$ cat src/rtl/cordic_phase_sequencer.sv
// cordic_phase_sequencer: phase accumulator, quadrant fold and result unfold around an iterative CORDIC
module cordic_phase_sequencer #(
    parameter int N_FRAC   = 7,
    parameter int BW_PHASE = 16,
    parameter int X_INIT   = 77
) (
    input  logic                clk_i,
    input  logic                rst_i,
    input  logic                enable_i,
    input  logic [BW_PHASE-1:0] phase_inc_i,
    input  logic                sample_strobe_i,
    output logic [N_FRAC:0]     cordic_x_o,
    output logic [N_FRAC:0]     cordic_y_o,
    output logic [N_FRAC:0]     cordic_z_o,
    output logic                cordic_valid_strobe_o,
    input  logic [N_FRAC:0]     cordic_x_i,
    input  logic [N_FRAC:0]     cordic_y_i,
    input  logic                cordic_valid_strobe_i,
    output logic [N_FRAC:0]     cos_o,
    output logic [N_FRAC:0]     sin_o,
    output logic                sample_valid_strobe_o,
    output logic                busy_o,
    output logic                overrun_o
);
    localparam int W = N_FRAC + 1;

    typedef enum logic [1:0] {IDLE, ISSUE, WAIT, OUTPUT} state_t;

    state_t              state, state_n;
    logic [BW_PHASE-1:0] phase_acc;
    logic [N_FRAC:0]     z_raw;
    logic                fold, fold_n, accept;

    function automatic logic [N_FRAC:0] neg_sat(input logic [N_FRAC:0] v);
        return (v == {1'b1, {N_FRAC{1'b0}}}) ? {1'b0, {N_FRAC{1'b1}}} : -v;
    endfunction

    assign z_raw                 = phase_acc[BW_PHASE-1 -: W];
    assign fold_n                = z_raw[N_FRAC] ^ z_raw[N_FRAC-1];
    assign accept                = state == IDLE && sample_strobe_i && enable_i;
    assign cordic_valid_strobe_o = state == ISSUE;
    assign sample_valid_strobe_o = state == OUTPUT;
    assign busy_o                = state != IDLE;

    // state register
    always_ff @(posedge clk_i or posedge rst_i)
        if (rst_i) state <= IDLE;
        else       state <= state_n;

    // next state: one pass IDLE -> ISSUE -> WAIT (until result) -> OUTPUT -> IDLE
    always_comb begin
        state_n = IDLE;
        case (state)
            IDLE:    state_n = accept ? ISSUE : IDLE;
            ISSUE:   state_n = WAIT;
            WAIT:    state_n = cordic_valid_strobe_i ? OUTPUT : WAIT;
            default: state_n = IDLE;
        endcase
    end

    // operands, phase accumulation, unfolded result capture and sticky overrun
    always_ff @(posedge clk_i or posedge rst_i)
        if (rst_i) begin
            phase_acc  <= '0;
            cordic_x_o <= '0;
            cordic_y_o <= '0;
            cordic_z_o <= '0;
            fold       <= 1'b0;
            cos_o      <= '0;
            sin_o      <= '0;
            overrun_o  <= 1'b0;
        end else begin
            if (accept) begin
                cordic_z_o <= fold_n ? {~z_raw[N_FRAC], z_raw[N_FRAC-1:0]} : z_raw;
                cordic_x_o <= W'(X_INIT);
                cordic_y_o <= '0;
                fold       <= fold_n;
            end
            if (state == ISSUE) phase_acc <= phase_acc + phase_inc_i;
            if (state == WAIT && cordic_valid_strobe_i) begin
                cos_o <= fold ? neg_sat(cordic_x_i) : cordic_x_i;
                sin_o <= fold ? neg_sat(cordic_y_i) : cordic_y_i;
            end
            if (sample_strobe_i && state != IDLE) overrun_o <= 1'b1;
        end
endmodule

$ cat config.mk
export PLATFORM = sky130hd
export DESIGN_NAME = cordic_phase_sequencer
export DESIGN_NICKNAME = d
export VERILOG_FILES = /design/src/rtl/cordic_phase_sequencer.sv
export SDC_FILE = /design/constraint.sdc
export NUM_CORES = 1
export LEC_CHECK = 0
export CAP_MARGIN = 10
export CORE_MARGIN = 5
export CORE_UTILIZATION = 44
export CTS_CLUSTER_DIAMETER = 30
export DETAILED_ROUTE_END_ITERATION = 10
export PLACE_DENSITY = 0.84
export SYNTH_ARGS = -nofsm -noshare
export SYNTH_HDL_FRONTEND = slang
export SYNTH_SLANG_ARGS = --single-unit
$ cat constraint.sdc
create_clock -name clk_i -period 2.4 [get_ports clk_i]
set_input_delay 0.48 -clock clk_i [delete_from_list [all_inputs] [get_ports clk_i]]
set_output_delay 0.48 -clock clk_i [all_outputs]
set_load 0.03 [all_outputs]
==> results.toml <==
[global_routing]
grt_use_total_pct = 16.44
grt_max_degree = 46
grt_pass1_vias = 2486
overflow = 0
antenna_found_initial = 0
grt_first_pass_wirelength_mm = 11.30

[power_and_ir_drop]
clockPowerShare_pct = 9.6
p_int_mw = 2.933
p_seq_share_pct = 27.0
swShare_pct = 43.19
power_frac_comb_pct = 63.4
switchingPower_mw = 2.230
power_mw = 5.163
cellPowerDensity_mw_per_mm2 = 1321
power.leakage_nw = 1.763
worst_ir_drop_vdd_mv = 0.6500

[cells_and_area]
fin_util_pct = 61.91
drive_gt1_share_pct = 18.70
area_delta_synth_final_pct = 37.56
layout.nets = 444
final_cell_area_mm2 = 0.003909
antenna_cells = 0

[run_status]
status = "complete, no violations"

[synth]
synth_cell_types = 45
syn_avg_cell_area_um2 = 9.866
synth_top_flop_cell = "dfrtp_1"
synth_edf_count = 0
postSynthCellCount = 288
ys_seq_area_share_pct = 39.63
yosys_warnings = 0
syn_area_mm2 = 0.002841
synth_seq_cells = 45
synth-async-reset-ratio_pct = 100.0

[sta]
finalSetupViolations = 0
slew_headroom_pct = 63.01
worst_pin_slew_ns = 0.5549
fin_crit_sh_pct = 97.01
min_period_ns = 2.328
tns_ns = 0
clock_skew_ns = 0.009350
slew_violations = 0
timing.fmax_mhz = 429.5
rsz0062_at_grt = "no"
fin_hold_ws_ns = 0.4710
final_hold_viol_count = 0

[placed_design]
hpwl_mm = 5.043
gp_congestion = 0.8618
place_area_mm2 = 0.003752
io_buffers = 68

[floorplan]
io_pins = 81
start_util_pct = 45.01
rows = 29
die_width_um = 90.36
dieArea_mm2 = 0.008165
die_h_um = 90.36
core_mm2 = 0.006314

[critical_path]
cp-start-kind = "input pin"
worstSetupEndpointType = "flop"
crit_required_ns = 2.60
critPathKind = "in2reg"
worstPathArrival_ns = 2.52
crit_fanout = 3

[detailed_routing]
wirelength_mm = 6.731
drc = 0
final_antenna_net_count = 0
vias = 2398
drtPass1Iterations = 4
drt-initial-drc-count = 57
via_per_inst = 5.190
wire_per_inst_um = 14.57

[cts]
cts.htree.levels = 2
cts.path.max_buffers = 2
cts_hold_buffers = 0
clkTransAtPathRegs_ns = 0.09
cts-root-buf = "clkbuf_8"
cts_tree = "yes"
clkSinkCount = 45
cts_inserted_buffers = 5
insertion_delay_ns = 0.31

[min_path]
hold_class = "reg2reg"

[job]
cap_violations = 0
[path summary, 6_finish.rpt]
check                                               from                  endpoint  slack (ns)  cells after the start
worst max-delay path                      phase_inc_i[1]  phase_acc[9]$_DFFE_PP0P_        0.07                      8
worst min-delay path               overrun_o$_DFFE_PP0P_     overrun_o$_DFFE_PP0P_        0.47                      1
worst max register to register  phase_acc[0]$_DFFE_PP0P_  phase_acc[8]$_DFFE_PP0P_        0.18                      8
worst min register to register     overrun_o$_DFFE_PP0P_     overrun_o$_DFFE_PP0P_        0.47                      1
max in group asynchronous                          rst_i  phase_acc[4]$_DFFE_PP0P_        1.65                      3
min in group asynchronous                          rst_i      cos_o[3]$_DFFE_PP0P_        0.53                      3
[per-stage QoR]
step / worst slack (ns) / std cells
after floorplan: 0.06148 / 299
after global placement: -0.3707 / 452
after detailed placement: -0.4464 / 452
after CTS: 0.009593 / 460
after global routing: 0.01952 / 462
final: 0.07186 / 462
[Yosys cell counts, types with 2 or more instances]
master	instances	area, um^2
a211o_1	2	17.52
a211oi_1	4	30.03
a21o_1	4	30.03
a21oi_1	24	120.1
a22o_1	2	17.52
and2_1	2	12.51
and3_1	3	18.77
buf_1	2	7.510
buf_4	15	112.6
clkbuf_1	4	15.01
dfrtp_1	45	1126
ha_1	22	275.3
inv_1	11	41.29
mux2_2	16	180.2
mux2i_1	4	40.04
nand2_1	26	97.59
nand2b_1	2	12.51
nand3_1	7	35.03
nand4_1	2	12.51
nor2_1	23	86.33
nor2b_1	3	18.77
nor3_1	4	20.02
o21a_1	4	30.03
o21ai_0	11	55.05
o31ai_1	5	37.54
or3_1	2	12.51
xnor2_1	13	113.9
xor2_1	9	78.83
[what timing repair did]
item / CTS / global route
setup buffers: 0 / 2
pin swaps: 0 / 6
gates resized for setup: 4 / 7
setup endpoints to repair: 2 / 4
[kinds of logic after synthesis]
logic type | synth area share (%)
simple gates | 12.24
mux | 8.278
other cells | 0.1320
compound gates | 16.34
fa+ha+maj | 10.39
xor+xnor | 6.781
flops | 39.63
buf+inv | 6.209
[state kept, by name, summed over array words and instances (netlist names)]
name / count
phase_acc: 16
cordic_z_o: 8
cos_o: 8
sin_o: 8
state: 2
cordic_x_o: 1
fold: 1
overrun_o: 1
[power by group through the flow]
stage	logic [mW]	registers (mW)	clock network, mW
CTS	3.20	1.40	0.521
floorplan	1.71	1.72	0
detailed placement	3.16	1.41	0
global route	3.56	1.45	0.547
global placement	3.06	1.39	0
finish	3.27	1.39	0.494
[cells in the final DEF, fill, tap and decap left out, types with 10 or more instances in the layout]
master            n
a21oi_1          22
buf_4            31
clkdlybuf4s50_1  66
conb_1           12
dfrtp_1          45
ha_1             21
inv_1            10
mux2_2           16
nand2_1          26
nor2_1           23
o21ai_0          10
xnor2_1          13
[worst max-delay path, cell delays in order]
cell and delay (ns):
clkdlybuf4s50_1 0.47, ha_1 0.35, a211oi_2 0.22, o21ai_2 0.12, and3_1 0.22, a311oi_2 0.31
xnor2_1 0.09, mux2_2 0.26
[layer usage]
layer	vias to the layer above	track usage [%]	wire length (um)
li1	1176	-	-
met1	1139	19.01	2848
met2	73	29.27	3310
met3	10	4.333	471
met4	0	5.459	102
met5	-	0	0
[layout make-up]
type,count,area [um^2]
Sequential cell,45,1126
Clock buffer,5,68.82
Timing Repair Buffer,99,925.9
Clock inverter,3,25.02
Multi-Input combinational cell,222,1625
Fill cell,531,2405
Inverter,11,41.29
Tap cell,77,96.34
Note: power is estimated with default switching activity, not from simulation.
